## config.mk

```make
export PLATFORM = sky130hd
export DESIGN_NAME = timer_dev_flat
export DESIGN_NICKNAME = d
export VERILOG_FILES = /design/src/rtl/tmr_pkg.sv /design/src/rtl/timer_dev_if.sv /design/src/rtl/tmr_prescaler.sv /design/src/rtl/timer_dev.sv /design/src/flat_wrapper.sv
export SDC_FILE = /design/constraint.sdc
export NUM_CORES = 1
export LEC_CHECK = 0
export ABC_AREA = 1
export CAP_MARGIN = 20
export CORE_MARGIN = 2
export CORE_UTILIZATION = 58
export DETAILED_ROUTE_END_ITERATION = 6
export PLACE_DENSITY = 0.86
export SLEW_MARGIN = 20
export SYNTH_ARGS = -nofsm -noshare
export SYNTH_HDL_FRONTEND = slang
export SYNTH_SLANG_ARGS = --single-unit
```

## constraint.sdc

```tcl
create_clock -name clk -period 4.2 [get_ports clk]
set_input_delay 0.84 -clock clk [delete_from_list [all_inputs] [get_ports clk]]
set_output_delay 0.84 -clock clk [all_outputs]
set_load 0.05 [all_outputs]
```

## src/rtl/tmr_pkg.sv

```systemverilog
// Shared constants, register layout and FSM state type for the timer device.
package tmr_pkg;

    localparam int unsigned DW     = 32;
    localparam int unsigned PS_W   = 8;
    localparam int unsigned CTRL_W = 4;

    localparam logic [1:0] A_CTRL   = 2'd0;
    localparam logic [1:0] A_PRESET = 2'd1;
    localparam logic [1:0] A_COUNT  = 2'd2;
    localparam logic [1:0] A_PS     = 2'd3;

    localparam int unsigned CTRL_EN   = 0;
    localparam int unsigned CTRL_MODE = 1;
    localparam int unsigned CTRL_IM   = 3;

    localparam logic [1:0] MODE_ONESHOT = 2'b00;
    localparam logic [1:0] MODE_RELOAD  = 2'b01;

    // Field order mirrors the CTRL bit indices above
    typedef struct packed {
        logic       im;
        logic [1:0] mode;
        logic       en;
    } ctrl_t;

    typedef enum logic [1:0] {IDLE, LOAD, CNT, INT} tmr_state_e;

    // Only the 01 encoding reloads; 00/10/11 all behave as one-shot
    function automatic logic is_reload(input ctrl_t c);
        return c.mode == MODE_RELOAD;
    endfunction

endpackage

```

## src/rtl/timer_dev_if.sv

```systemverilog
// Bridge-to-timer port: word address, write strobe/data, read data and IRQ.
interface timer_dev_if;
    import tmr_pkg::*;

    logic [1:0]    addr;
    logic          we;
    logic [DW-1:0] din;
    logic [DW-1:0] dout;
    logic          irq;

    modport master (output addr, we, din, input dout, irq);
    modport slave  (input addr, we, din, output dout, irq);
endinterface

```

## src/rtl/tmr_prescaler.sv

```systemverilog
// Count-enable tick generator: fires every ps_i+1 run cycles, restarted by clr_i.
// Only present when TMR_PRESCALE_EN is defined.
`ifdef TMR_PRESCALE_EN
module tmr_prescaler
    import tmr_pkg::*;
(
    input  logic            clk,
    input  logic            rst,
    input  logic            clr_i,
    input  logic            run_i,
    input  logic [PS_W-1:0] ps_i,
    output logic            tick_c_o
);

    logic [PS_W-1:0] cnt_q;

    // >= so a PRESCALE rewrite below the running count cannot stall the tick
    assign tick_c_o = (cnt_q >= ps_i);

    always_ff @(posedge clk or negedge rst) begin
        if (!rst) begin
            cnt_q <= '0;
        end else if (clr_i) begin
            cnt_q <= '0;
        end else if (run_i) begin
            cnt_q <= tick_c_o ? '0 : cnt_q + PS_W'(1);
        end
    end

endmodule
`endif

```

## src/rtl/timer_dev.sv

```systemverilog
// Programmable down-counter timer with one-shot / auto-reload modes and level IRQ.
// Define TMR_PRESCALE_EN to add the R/W PRESCALE register at addr 3 and the tick prescaler.
module timer_dev
    import tmr_pkg::*;
(
    input  logic        clk,
    input  logic        rst,
    timer_dev_if.slave  bus
);

    ctrl_t         ctrl_q;
    ctrl_t         ctrl_d;
    logic [DW-1:0] preset_q;
    logic [DW-1:0] count_q;
    logic          pend_q;
    tmr_state_e    state_q;
    logic          wr_ctrl_c;
    logic          wr_preset_c;
    logic          tick_c;

    assign wr_ctrl_c   = bus.we && (bus.addr == A_CTRL);
    assign wr_preset_c = bus.we && (bus.addr == A_PRESET);

    // CTRL as it will be after this edge, so a same-edge write overrides the FSM
    assign ctrl_d = wr_ctrl_c ? ctrl_t'(bus.din[CTRL_W-1:0]) : ctrl_q;

`ifdef TMR_PRESCALE_EN
    logic [PS_W-1:0] ps_q;

    always_ff @(posedge clk or negedge rst) begin
        if (!rst) begin
            ps_q <= '0;
        end else if (bus.we && (bus.addr == A_PS)) begin
            ps_q <= bus.din[PS_W-1:0];
        end
    end

    tmr_prescaler u_prescaler (
        .clk      (clk),
        .rst      (rst),
        .clr_i    (state_q == LOAD),
        .run_i    (state_q == CNT),
        .ps_i     (ps_q),
        .tick_c_o (tick_c)
    );
`else
    assign tick_c = 1'b1;
`endif

    always_ff @(posedge clk or negedge rst) begin
        if (!rst) begin
            ctrl_q   <= '0;
            preset_q <= '0;
            count_q  <= '0;
            pend_q   <= 1'b0;
            state_q  <= IDLE;
        end else begin
            if (wr_ctrl_c) begin
                ctrl_q <= ctrl_d;
            end
            if (wr_preset_c) begin
                preset_q <= bus.din;
            end

            case (state_q)
                IDLE: begin
                    if (ctrl_d.en) begin
                        state_q <= LOAD;
                    end
                end
                LOAD: begin
                    count_q <= preset_q;
                    pend_q  <= 1'b0;
                    state_q <= CNT;
                end
                CNT: begin
                    if (!ctrl_d.en) begin
                        state_q <= IDLE;
                    end else if (tick_c) begin
                        if (count_q <= DW'(1)) begin
                            count_q <= '0;
                            state_q <= INT;
                        end else begin
                            count_q <= count_q - DW'(1);
                        end
                    end
                end
                INT: begin
                    if (wr_ctrl_c) begin
                        state_q <= IDLE;
                    end else begin
                        pend_q <= 1'b1;
                        if (is_reload(ctrl_q)) begin
                            state_q <= LOAD;
                        end else begin
                            ctrl_q.en <= 1'b0;
                            state_q   <= IDLE;
                        end
                    end
                end
                default: state_q <= IDLE;
            endcase

            // Register writes take priority over any pend update above
            if (wr_ctrl_c || wr_preset_c) begin
                pend_q <= 1'b0;
            end
        end
    end

    always_comb begin
        bus.dout = '0;
        case (bus.addr)
            A_CTRL:   bus.dout = {{(DW-CTRL_W){1'b0}}, ctrl_q};
            A_PRESET: bus.dout = preset_q;
            A_COUNT:  bus.dout = count_q;
`ifdef TMR_PRESCALE_EN
            A_PS:     bus.dout = {{(DW-PS_W){1'b0}}, ps_q};
`else
            A_PS:     bus.dout = '0;
`endif
            default:  bus.dout = '0;
        endcase
    end

    assign bus.irq = ctrl_q.im & pend_q;

endmodule

```

## src/flat_wrapper.sv

```systemverilog
// flat-port wrapper written by rule: the top's interface ports become plain ports
module timer_dev_flat import tmr_pkg::*;
  (clk, rst, bus_addr, bus_we, bus_din, bus_dout, bus_irq);
  timer_dev_if bus_i ();
  input  logic clk;
  input  logic rst;
  input wire logic [$bits(bus_i.addr)-1:0] bus_addr;
  input wire logic [$bits(bus_i.we)-1:0] bus_we;
  input wire logic [$bits(bus_i.din)-1:0] bus_din;
  output wire logic [$bits(bus_i.dout)-1:0] bus_dout;
  output wire logic [$bits(bus_i.irq)-1:0] bus_irq;
  assign bus_i.addr = bus_addr;
  assign bus_i.we = bus_we;
  assign bus_i.din = bus_din;
  assign bus_dout = bus_i.dout;
  assign bus_irq = bus_i.irq;
  timer_dev u_core (.clk(clk), .rst(rst), .bus(bus_i));
endmodule
```

# Word-level counts from Yosys, hierarchy flattened
# Cells that the tools add are included.
# classes
add_sub_neg,1
n_lt_le_gt_ge,1
n_eq_ne,11
muxes,18
n_bitwise,1
reduce_logical,10
# op_table
operator,n
$pmux W32 S4,1
$mux W32,2
$pmux W32 S2,1
$le A32 B1 Y1 const B,1
$sub A32 B1 Y32 const B,1
$eq A2 B2 Y1 const B,4
$mux W1,8
$mux W2,4
$pmux W2 S4,1
$eq A2 B1 Y1 const B,3
$ne A3 B3 Y1 const B,2
$reduce_and A2 Y1,3
$logic_not A2 Y1,2
$ne A2 B1 Y1 const B,2
$reduce_bool A3 Y1,1
$logic_and A1 B1 Y1,2
$pmux W1 S2,1
$reduce_bool A2 Y1,1
$and A1 B1 Y1,1
$logic_or A1 B1 Y1,1
# totals
ff_bits,71
out_inout_bits,33
elab_cells,49

# Longest topological paths before layout
# Gate-level depths: netlist of the first run.
# logic_depth
depth_word,7
ltp_mapped,11

# Worst setup path after synthesis of the first run
# No wires, ideal clock.
# synth_timing
path_kind,input -> output
startpoint,in bus_addr[0]
endpoint,out bus_dout[10]
arrival_ns,2.271
required_time_ns,3.360
slack_ns,1.089
path_stages,4
path_buffers,1
path_cell_list,inv_1 > nand2_1 > clkbuf_1 > o21ai_0
# synth_via
elab_chain_cells,2
# synth_rtl
item,line_no,source
start: declaration,flat_wrapper.sv:7,input wire logic [$bits(bus_i.addr)-1:0] bus_addr;
"$eq A2 B2 Y1, or another cell as far along",timer_dev.sv:113,case (bus.addr)
$pmux W32 S4 (*),timer_dev.sv:113,
end: declaration,flat_wrapper.sv:10,output wire logic [$bits(bus_i.dout)-1:0] bus_dout;
# Mark *: on every way between the ends. The rest lies on a longest branch, timed or not.

# Final worst setup path of the first run
# layout_timing
startpoint,in bus_addr[1]
endpoint,out bus_dout[30]
# The elaborated chain is that of the path after synthesis.

==> results.md, run 1 <==
- Outcome: completed
- Clock Skews: about 0.007 ns
- Clock Path Buffers: 2
- Pre-Repair DR Iteration Count: 7
- R2R cell count: 9
- Setup Crit Path Kind: input port to output port
- DR iter-0 viols: around 380
- First-pass GRT wire length: around 21000 um
- Number of H-tree levels: 3
- F_max: 280 MHz
- Ant diodes: 0
- GR peak layer: met2
- Mapped Area: around 0.0043 mm^2
- Vias post-DR: about 4.3k
- Cells after Synth: around 580
- Share of cells above drive strength 1: approximately 16%
- Met3 global-route usage: a little over 8%
- I/O pins: 70
- Syn avg cell area: about 7.5 um^2
- Endpoints failing setup: 0
- Worst Hold Class: flop to flop
- Simple-Gate Fraction of Synth Area: between 20% and 30%
- Pwr/cell area: 648 mW/mm^2
- Die Y: between 80 and 90 um
- FF-to-FF setup slack: 1.71 ns
- Reg-to-Reg End: u_core.count_q[8]
- Initial Utilization: roughly three fifths
- Post-CTS Setup Inserts: 0
- Synth Register Bits: 71
- M2 GR Usage: roughly half
- Static Leak: approximately 2.4 nW
- GRT Total Usage: about a third
- Final Max Tran Viols: 0
- CTS tree: built
- Peak supply drop: about 0.36 mV
- Hold-fix buffer count after cts: 0
- Root buffer cell: clkbuf_8
- Antenna Nets Post-Route: 0
- Layout area overhead: 29.6%
- Min-Delay Path Depth: 2
- Relative slew slack: between 30% and 40%
- Fin nets: between 600 and 700
- CP Data Arrival Time: 2.73 ns
- Final Hold Fails: 0
- Gr ovfl total: 0
- GP Congestion: around 0.9
- TNS Setup: 0 ns
- Core ar.: 0.00721 mm^2
- RSZ-0062 raised after global routing: false
- Max-cap violation count: 0
- Yosys cell types: 31
- Fin cells: around 740
- Final period util: a little under nine tenths
- Ys Warns: 0
- Synth Area in XOR/XNOR: about 1.6%
- Post-Synth Adder-Cell Area: 0.583%
- Initial antenna violation count: 0
- TritonCTS Buffers: 9
- Worst hold path endpoint: u_core.ctrl_q[3]
- Met1 GRT Util: 42.0%
- Die width: 90.0 um
- Clock Latency Late Sink: about 0.35 ns
- Hpwl dp: around 8800 um
- Vias per std cell: just under 6
- Drc violations: 0
- Worst setup EP type: output port
- Hold wc startpoint: u_core.ctrl_q[3]
- Worst path required time: 3.36 ns
- Crit Path Max Fanout: 18
- Total Die Area: 0.00810 mm^2
- Sequential share of the synthesized area: 41.4%
- Clock-pin slew on the worst setup and hold paths: roughly 0.080 ns
- Slew of the pin with the lowest slew margin: a little over 0.9 ns
- Post-Route WL: 12700 um
- Mapped Nets: 614
- Placed Instances: 725
- Mux cell area share after synthesis: roughly 7%
- Compound-Gate Fraction of Synth Area: 14.9%
- Critical Path Start Type: input port
- Largest family of logic cells by synthesized area: simple AND/OR/NAND/NOR gates
- Clock sink total: 71
- Wire length per cell: about 17 um
- R2R Path Start: u_core.count_q[0]
- Number of global-route vias before repair: 4150
- Rows: 31
- Tmin final: approximately 3.6 ns
- Post-CTS resize count: 0
- Largest net degree at the start of global routing: 37
- Port Buf Inserts: 69
[through the flow]
stage          hold slack [ns]  util, %  area, um^2  worst slack (ns)  power (mW)
3_3_place_gp             0.499     74.1        5340             0.778        2.88
5_1_grt                  0.553     77.0        5560             0.544        3.83
2_1_floorplan            0.474        -        4290              1.09        2.33
6_report                 0.532     77.0        5560             0.628        3.60
4_1_cts                  0.530     77.0        5560             0.665        3.58
3_5_place_dp             0.513     74.1        5340             0.703        2.97
[sequential cells by signal, summed over array words and instances, names as in the netlist]
register,count
u_core.count_q,32
u_core.preset_q,32
u_core.ctrl_q,4
u_core.state_q,2
u_core.pend_q,1
[cell usage in the layout (no fill, tap or decap), drive strengths merged]
cell           netlist  final
nand2              128    128
dfrtp               71     71
clkinv               0      3
nor3                 3      3
a21oi               38     38
o21ai               72     72
o211ai               4      4
a22oi                1      1
inv                 58     58
clkdlybuf4s50        0     36
nand4                5      5
o2111a               1      1
xor2                 8      8
o22ai                3      3
nor2                95     95
buf                 14     38
nand3               36     36
ha                   2      2
bufinv               0      2
mux2                26     26
a31oi                1      1
clkbuf               9     11
[metal layers]
metal	vias up	routed length [um]	part of all wire, %
met1	2023	5200	41
met4	0	292	2.3
met5	-	0	0
met2	237	6030	48
li1	2000	-	-
met3	30	1140	9.0
[critical path: stages]
cell and delay, ns:
clkdlybuf4s50_1 0.58, nand2_1 0.36, buf_4 0.35, o21ai_0 0.40, buf_12 0.20
[synthesized netlist by cell type]
master    number  share of area [%]
a21oi_4        1               0.38
ha_1           2               0.58
nand2_1      120                 11
o21ai_1        9                1.1
nor2_2         5               0.73
xor2_1         8                1.6
buf_4          5               0.88
nand2_2        6               0.88
nor3_1         2               0.23
buf_6          2               0.53
mux2_2        26                6.8
dfrtp_1       71                 41
nand4_1        5               0.73
inv_1         57                5.0
clkbuf_1       9               0.79
o211ai_1       4               0.70
a21oi_1       37                4.3
nor2_1        87                7.6
a31oi_1        1               0.15
a22oi_1        1               0.18
nor3_2         1               0.23
o22ai_1        3               0.44
nand2_4        2               0.53
buf_2          7               0.82
nand3_2        1               0.23
nor2_4         3               0.79
inv_2          1              0.087
o2111a_1       1               0.26
o21ai_2        1               0.20
o21ai_0       62                7.2
nand3_1       35                4.1
[report_power, final]
| group | internal (mW) | total [mW] | switching (mW) | leakage [nW] |
|---|---|---|---|---|
| Clock | 0.336 | 0.603 | 0.267 | 0.107 |
| Combinational | 0.667 | 1.79 | 1.13 | 1.49 |
| Sequential | 0.933 | 1.21 | 0.274 | 0.831 |
[worst max path at each step]
stage / start / endpoint / cells past startpoint
after detailed placement: bus_addr[1] / bus_dout[31] / 5
final: bus_addr[1] / bus_dout[30] / 5
after CTS: bus_addr[1] / bus_dout[27] / 5
after global placement: bus_addr[1] / bus_dout[27] / 5
after global routing: bus_addr[1] / bus_dout[30] / 5
after floorplan: bus_addr[0] / bus_dout[10] / 4
[cells by family after synthesis]
family | count (synthesis)
buffers and inverters | 81
multiplexers | 26
adder cells (fa/ha/maj) | 2
AND/OR/NAND/NOR | 267
flip-flops | 71
XOR/XNOR | 8
AO/OA/AOI/OAI | 120
[layout make-up]
class / instances / area (um^2)
clock buffer: 11 / 131
clock inverter: 5 / 82.6
fill: 538 / 1660
inverter: 58 / 218
multi-input combinational: 423 / 2170
sequential: 71 / 1780
tap: 99 / 124
timing repair buffer: 74 / 1060
No activity file was read; power rests on OpenSTA's default activity.
==> run 2, diff against run 1 <==
Settings changed: CAP_MARGIN 20 to not set.
==> results of run 2 <==
No change in the layout: final DEF, timing and power equal those of run 1.
==> run 3, diff against run 2 <==
Settings changed: CORE_UTILIZATION 58 to 54, PLACE_DENSITY 0.86 to 0.81.
Clock period 4.2 ns to 3.35 ns, I/O delays scaled along.
==> results.md, run 3 (synthesis gave the netlist of run 1 again) <==
- Endpoints failing setup: 0
- Port Buf Inserts: 69
- GP Congestion: 0.924
- Top flop regs: u_core.count_q: 32 flops, u_core.preset_q: 32 flops, u_core.ctrl_q: 4 flops
- Commonest non-fill, non-tap cell in the layout: nand2_1
- DR iter-0 viols: 311
- Max-cap violation count: 0
- Final instance area: 0.00558 mm^2
- Root buffer cell: clkbuf_8
- Number of global-route vias before repair: 4036
- GRT Total Usage: between 20% and 30%
- Relative slew slack: between 40 and 50%
- DR WL met3: approximately 590 um
- Dpl cell area: 0.00538 mm^2
- Worst Hold Class: input port to asynchronous set/reset pin
- Worst setup EP type: output port
- F_max: 353 MHz
- Antenna Nets Post-Route: 0
- Core ar.: 0.00773 mm^2
- R2R Path Start: u_core.count_q[0]
- Static Leak: ~2.4 nW
- Number of H-tree levels: 3
- Fillers: 609
- Drc violations: 0
- Rows: 32
- Vias post-DR: a little over 4k
- Final Hold Fails: 0
- Tmin final: around 2.8 ns
- Met1 wire length: roughly 5400 um
- Slew of the pin with the lowest slew margin: a little under 0.9 ns
- Most frequent cells in the layout: nand2_1 (120), nor2_1 (86), dfrtp_1 (71)
- Post-Route WL: between 10000 and 15000 um
- Ant diodes: 0
- CP Data Arrival Time: 2.16 ns
- Met2 routed wirelength: 5540 um
- Gr ovfl total: 0
- Fin nets: between 600 and 700
- TNS Setup: 0 ns
- Die Y: 93.1 um
- Die width: 93.1 um
- Pre-Repair DR Iteration Count: 5
- First-pass GRT wire length: approximately 20000 um
- R2R cell count: 9
- CTS tree: built
- Total Die Area: just under 0.009 mm^2
- Hold-fix buffer count after cts: 0
- Pwr/cell area: slightly below 800 mW/mm^2
- Clock sink total: between 70 and 80
- Initial Utilization: between 50% and 60%
- Clock Skews: 0.00840 ns
- Vias per std cell: ~5.5
- Reg-to-Reg End: u_core.count_q[2]
- Final period util: 84.5%
- Post-CTS resize count: 0
- Hpwl dp: 8400 um
- I/O pins: 70
- Final worst setup slack: slightly above 0.5 ns
- Critical Path Start Type: input port
- Clock Latency Late Sink: between 0.3 and 0.4 ns
- Crit Path Max Fanout: 14
- Final Max Tran Viols: 0
- Peak supply drop: 0.488 mV
- Layout area overhead: 30.1%
- Wire length per cell: 15.7 um
- Setup Crit Path Kind: input port to output port
- Post-place setup slack: 0.530 ns
- RSZ-0062 raised after global routing: false
- Worst path required time: around 2.7 ns
- Clock Path Buffers: 2
- TritonCTS Buffers: 9
- Share of cells above drive strength 1: 16.4%
- Clock-pin slew on the worst setup and hold paths: approximately 0.08 ns
- Largest net degree at the start of global routing: 40
- Post-CTS Setup Inserts: 0
- Initial antenna violation count: 0
- FF-to-FF setup slack: around 0.94 ns
- Outcome: completed
- Highest metal used: met4
run 3: cell count changes in the layout (fill, tap and decap cells not counted), sizes merged:
cell / previous run / this run
bufinv: 2 / 1
inv: 58 / 61
clkinvlp: 0 / 3
buf: 38 / 42
clkinv: 3 / 0
clkbuf: 11 / 9
run 3: routing by layer:
metal | track usage [%] | vias up
li1 | - | 2012
met1 | 40.2 | 1974
met2 | 46.8 | 139
met3 | 4.59 | 17
met4 | 9.31 | 0
met5 | 0 | -
run 3: critical path, cell delays in order:
cell             delay (ns)
clkdlybuf4s50_1        0.52
inv_1                  0.08
nor2_2                 0.10
buf_4                  0.22
inv_1                  0.10
o22ai_1                0.28
buf_12                 0.18
run 3: worst max-delay path by stage:
stage                startpoint           end  cells past startpoint
floorplan           bus_addr[0]  bus_dout[10]                      4
global placement    bus_addr[1]  bus_dout[14]                      5
detailed placement  bus_addr[1]  bus_dout[29]                      5
CTS                 bus_addr[0]  bus_dout[18]                      7
global route        bus_addr[0]  bus_dout[18]                      7
finish              bus_addr[0]  bus_dout[18]                      7
run 3: per-stage QoR:
step	hold slack [ns]	std cells	utilization, %	power (mW)
6_report	0.381	748	72.2	4.44
5_1_grt	0.439	748	72.2	4.74
4_1_cts	0.396	748	72.2	4.44
3_5_place_dp	0.507	732	69.6	3.70
3_3_place_gp	0.496	732	69.6	3.62
2_1_floorplan	0.374	575	-	2.92
run 3: area by class of cell:
type	instances	area (um^2)	share of cell area, %
multi-input combinational	423	2170	38.9
timing repair buffer	78	1090	19.5
sequential	71	1780	31.8
clock inverter	7	78.8	1.41
tap	102	128	2.29
clock buffer	9	124	2.22
inverter	58	218	3.90
run 3: power breakdown:
group | switching, mW | leakage (nW) | internal (mW)
clock | 0.376 | 0.0929 | 0.351
combinational | 1.37 | 1.51 | 0.843
sequential | 0.324 | 0.831 | 1.17
==> edit 1, RTL diff (settings of run 3) <==
Register the output `bus.irq`, without a reset; this adds one clock of latency there.
--- a/src/rtl/timer_dev.sv
+++ b/src/rtl/timer_dev.sv
@@ -123,7 +123,9 @@
         endcase
     end
 
-    assign bus.irq = ctrl_q.im & pend_q;
+    always_ff @(posedge clk) begin
+        bus.irq <= ctrl_q.im & pend_q;
+    end
 
 endmodule
 
Function: changed (a bounded check fails within 10 cycles, from zero or initial values and one cycle with rst low).
==> edit 1 against run 3 <==
- critical path depth stayed put
- power is 0.77% lower
- sequential cell count is 1 higher
- wire length is 3.6% higher
- synthesized cell count is 0.17% higher
- count of clock-buffer cells in the layout is 4 higher
- worst setup slack worse by 0.018 ns
- fmax is 0.63% lower
- design area is 0.16% lower
- synthesized area is 0.47% higher
- sequential share of layout area is 0.41 points higher
- critical endpoint unchanged
- clock power is 13% lower
- non-clock buffer count is 2 lower
==> edit 1: results (changes against run 3) <==
[status]
status=finished clean  ; unchanged

[synth]
synthTopCellsByCount=nand2_1, nor2_1, dfrtp_1  ; unchanged
synth_cell_types=32  ; was 31
synth-compound-area-share=0.148  ; was 0.149
ys.flop_type=dfrtp_1  ; unchanged
synthXorXnorAreaFrac=0.0163  ; about the same
avgSynthCellArea_um2=7.48  ; was 7.46 µm²
synthMuxAreaShare=0.0679  ; was 0.0683
yosys-top-cells-area=dfrtp_1, nand2_1, nor2_1, o21ai_0, mux2_2  ; unchanged
syn-num-nets=615  ; was 614
ys_seq_area_frac=0.417  ; was 0.414
yosys.area_share.adder=0.00581  ; was 0.00583
synthArstFlopShare=0.986  ; was 1.00
yosys_warnings=0  ; unchanged

[floorplan]
die_area_um2=8710  ; was 8670 µm²

[clock_network]
cts_setup_buffers=0  ; unchanged
h-tree-depth=3  ; unchanged
clockRootBuffer=clkbuf_8  ; unchanged
cts.path.max_buffers=2  ; unchanged
cts_resized=0  ; unchanged
cts_made_buffers=9  ; unchanged
insertion_delay_ns=0.35  ; was 0.37 ns
clkTransAtPathRegs_ns=0.08  ; about the same

[grt]
met2_usage=0.480  ; was 0.468
grt_pass1_vias=4257  ; was 4,036
antenna_found_initial=0  ; unchanged
grtUsageMet3=0.0467  ; was 0.0459
grt_use_total=0.298  ; was 0.290
grt_pass1_wl_um=20500  ; was 19,600 µm
grt_max_degree=37  ; was 40
grt_use_met1=0.413  ; was 0.402

[detailed_routing]
post_drt_via_cell_ratio=5.61  ; was 5.54
drt-initial-drc-count=362  ; was 311
firstDrtPassIters=5  ; unchanged
wl_per_cell_um=16.3  ; was 15.7 µm

[place]
dp_cells=731  ; was 732
pre_cts_slack_ns=0.509  ; was 0.530 ns
hpwl_um=8600  ; was 8400 µm
placed_area_um2=5390  ; was 5380 µm²
routabilityCongestion=0.952  ; was 0.924
port_buffers=69  ; unchanged

[hold_path]
hp-class=input pin to async pin  ; unchanged

[final_layout]
diodes=0  ; unchanged
nets=679  ; was 680
reg_top3=u_core.count_q: 32 flops, u_core.preset_q: 32 flops, u_core.ctrl_q: 4 flops  ; unchanged
final.fill_count=602  ; was 609
layout-drive-gt1-share=0.158  ; was 0.164
fin_cells=747  ; was 748

[sta]
fin_skew_ns=0.00853  ; was 0.00840 ns
worst_pin_slew_ns=0.910  ; was 0.881 ns

[pwr]
ir_drop_v=0.000454  ; was 0.000488 V
p_leak_uw=0.00243  ; about the same

[setup_path]
arrival_ns=2.18  ; was 2.16 ns
path_max_fanout=31  ; was 14
worstSetupEndpointType=primary output  ; unchanged

[edit 1: worst paths after layout]
kind / from / end / slack (ns) / depth (start not counted)
setup / recovery: bus_addr[0] / bus_dout[18] / 0.50 / 7
hold / removal: rst / u_core.preset_q[1] / 0.42 / 1
setup reg to reg: u_core.count_q[0] / u_core.count_q[8] / 0.94 / 9
hold reg to reg: u_core.pend_q / u_core.bus.irq / 0.49 / 2
max in group asynchronous: rst / u_core.preset_q[25] / 2.24 / 2
min in group clk: u_core.pend_q / u_core.bus.irq / 0.49 / 2
[edit 1: final cells by class]
cell class	count	area [µm²]	area share
Inverter	58	218	0.0391
Tap cell	102	128	0.0229
Clock buffer	13	159	0.0285
Sequential cell	72	1800	0.323
Clock inverter	3	17.5	0.00314
Multi-Input combinational cell	423	2170	0.389
Timing Repair Buffer	76	1080	0.195
[edit 1: kinds of logic (layout without fill, tap and decap cells)]
| group | after synthesis | count (layout) |
|---|---|---|
| XOR/XNOR | 8 | 8 |
| multiplexers | 26 | 26 |
| buffers and inverters | 81 | 150 |
| AND/OR/NAND/NOR | 267 | 267 |
| flip-flops | 72 | 72 |
| AO/OA/AOI/OAI | 120 | 120 |
| adder cells (fa/ha/maj) | 2 | 2 |
[edit 1: metal layers]
layer / up-vias / part of all wire
li1: 2004 / -
met1: 2003 / 0.44
met2: 165 / 0.49
met3: 20 / 0.058
met4: 0 / 0.018
met5: - / 0
[edit 1: power by group]
group          internal [µW]  leakage (µW)  total [µW]  switching [µW]
registers               1180      0.000839        1520             336
logic                    844       0.00150        2250            1400
clock network            308     0.0000894         635             327
total                   2340       0.00243        4400            2070
[edit 1: worst max-delay path, stage by stage]
cell             delay, ns
clkdlybuf4s50_1       0.53
inv_1                 0.08
nor2_2                0.13
buf_12                0.21
inv_1                 0.09
o22ai_1               0.27
buf_12                0.18
==> edit 2, RTL diff (flow settings as in run 3) <==
Without the edit above. Change the package constant `DW` from 32 to 24.
--- a/src/rtl/tmr_pkg.sv
+++ b/src/rtl/tmr_pkg.sv
@@ -1,7 +1,7 @@
 // Shared constants, register layout and FSM state type for the timer device.
 package tmr_pkg;
 
-    localparam int unsigned DW     = 32;
+    localparam int unsigned DW     = 24;
     localparam int unsigned PS_W   = 8;
     localparam int unsigned CTRL_W = 4;
 
Ports: changed (resized bus_din and bus_dout); port bits go from 70 to 54. The function was not compared with the original's and may differ.
==> edit 2 against run 3 <==
- power decreased by 26%
- worst setup slack got worse by 0.29 ns
- register-to-register slack better by 0.20 ns
- global-route usage down 0.90 points
- first-iteration DRC count shrank 17%
- sequential share of layout area is 0.74 points higher
- sequential cell count is 16 lower
- synthesized area shrank 22%
- design area shrank 24%
- combinational power down 23%
- wire length fell by 23%
- clock power is 43% lower
- utilization shrank 1.3 points
- largest power group unchanged
==> edit 2: results (changes against run 3) <==
[final_layout]
reg_top3=u_core.count_q: 24 flops, u_core.preset_q: 24 flops, u_core.ctrl_q: 4 flops  ; was u_core.count_q: 32 flops, u_core.preset_q: 32 flops, u_core.ctrl_q: 4 flops
design_area_um2=4220  ; was 5580 µm²
nets=551  ; was 680
final.fill_count=506  ; was 609
layout-drive-gt1-share=0.115  ; was 0.164

[place]
routabilityCongestion=0.896  ; was 0.924
placed_area_um2=4120  ; was 5380 µm²

[detailed_routing]
drt_wl_total_um=9050  ; was 11,700 µm
vias=3284  ; was 4,142
post_drt_via_cell_ratio=5.51  ; was 5.54

[synth]
ys_seq_area_frac=0.412  ; was 0.414
syn-num-nets=504  ; was 614
yosys-top-cells-area=dfrtp_1, nand2_1, nor2_1, inv_1, o21ai_0  ; was dfrtp_1, nand2_1, nor2_1, o21ai_0, mux2_2
synthTopCellsByCount=nand2_1, nor2_1, inv_1  ; was nand2_1, nor2_1, dfrtp_1

[setup_path]
ff2ff_setup_slack_ns=1.14  ; was 0.94 ns
arrival_ns=2.45  ; was 2.16 ns
path_max_fanout=24  ; was 14

[grt]
grt_use_total=0.281  ; was 0.290
grt_pass1_vias=2977  ; was 4,036

[status]
status=finished clean  ; unchanged

[clock_network]
insertion_delay_ns=0.32  ; was 0.37 ns
h-tree-depth=2  ; was 3

[sta]
fin_skew_ns=0.00832  ; was 0.00840 ns
finalCriticalPeriod_ns=3.12  ; was 2.83 ns

[pwr]
p_leak_uw=0.00195  ; was 0.00243 µW

[edit 2: changes by cell type after synthesis, moves of 7 or more]
cell	run 3	this run
nand2_1	120	93
o21ai_0	62	40
dfrtp_1	71	55
mux2_2	26	10
o21ai_1	9	0
o22ai_1	3	10
[edit 2: cell families after synthesis]
logic type	Yosys count
AND/OR/NAND/NOR	228
AO/OA/AOI/OAI	100
adder cells (fa/ha/maj)	2
buffers and inverters	76
multiplexers	10
flip-flops	55
XOR/XNOR	2
[edit 2: final timing paths]
check,end,startpoint,cells after the start
min in group clk,u_core.count_q[1],u_core.count_q[1],2
hold / removal,u_core.count_q[6],rst,1
max in group asynchronous,u_core.count_q[5],rst,2
setup / recovery,bus_dout[23],bus_addr[1],6
hold reg to reg,u_core.count_q[1],u_core.count_q[1],2
setup reg to reg,u_core.count_q[15],u_core.state_q[0],6
[edit 2: cell type report]
class | instances | share of cell area
timing repair buffer | 56 | 0.187
inverter | 60 | 0.0533
tap | 75 | 0.0222
clock buffer | 8 | 0.0237
multi-input combinational | 342 | 0.388
sequential | 55 | 0.326
[edit 2: routing by layer]
layer,vias to the layer above,share of wire,track usage
met2,135,0.47,0.440
li1,1615,-,-
met3,16,0.064,0.0413
met5,-,0,0
met1,1518,0.45,0.404
met4,0,0.017,0.0836
[edit 2: critical path, stage by stage]
cell	delay, ns
clkdlybuf4s50_1	0.47
inv_1	0.13
nor2_1	0.05
inv_1	0.60
o21ai_0	0.30
buf_12	0.22
[edit 2: report_power, final]
part | total [µW] | switching [µW] | internal [µW]
Clock | 416 | 226 | 190
Sequential | 1170 | 274 | 896
Combinational | 1710 | 1080 | 635
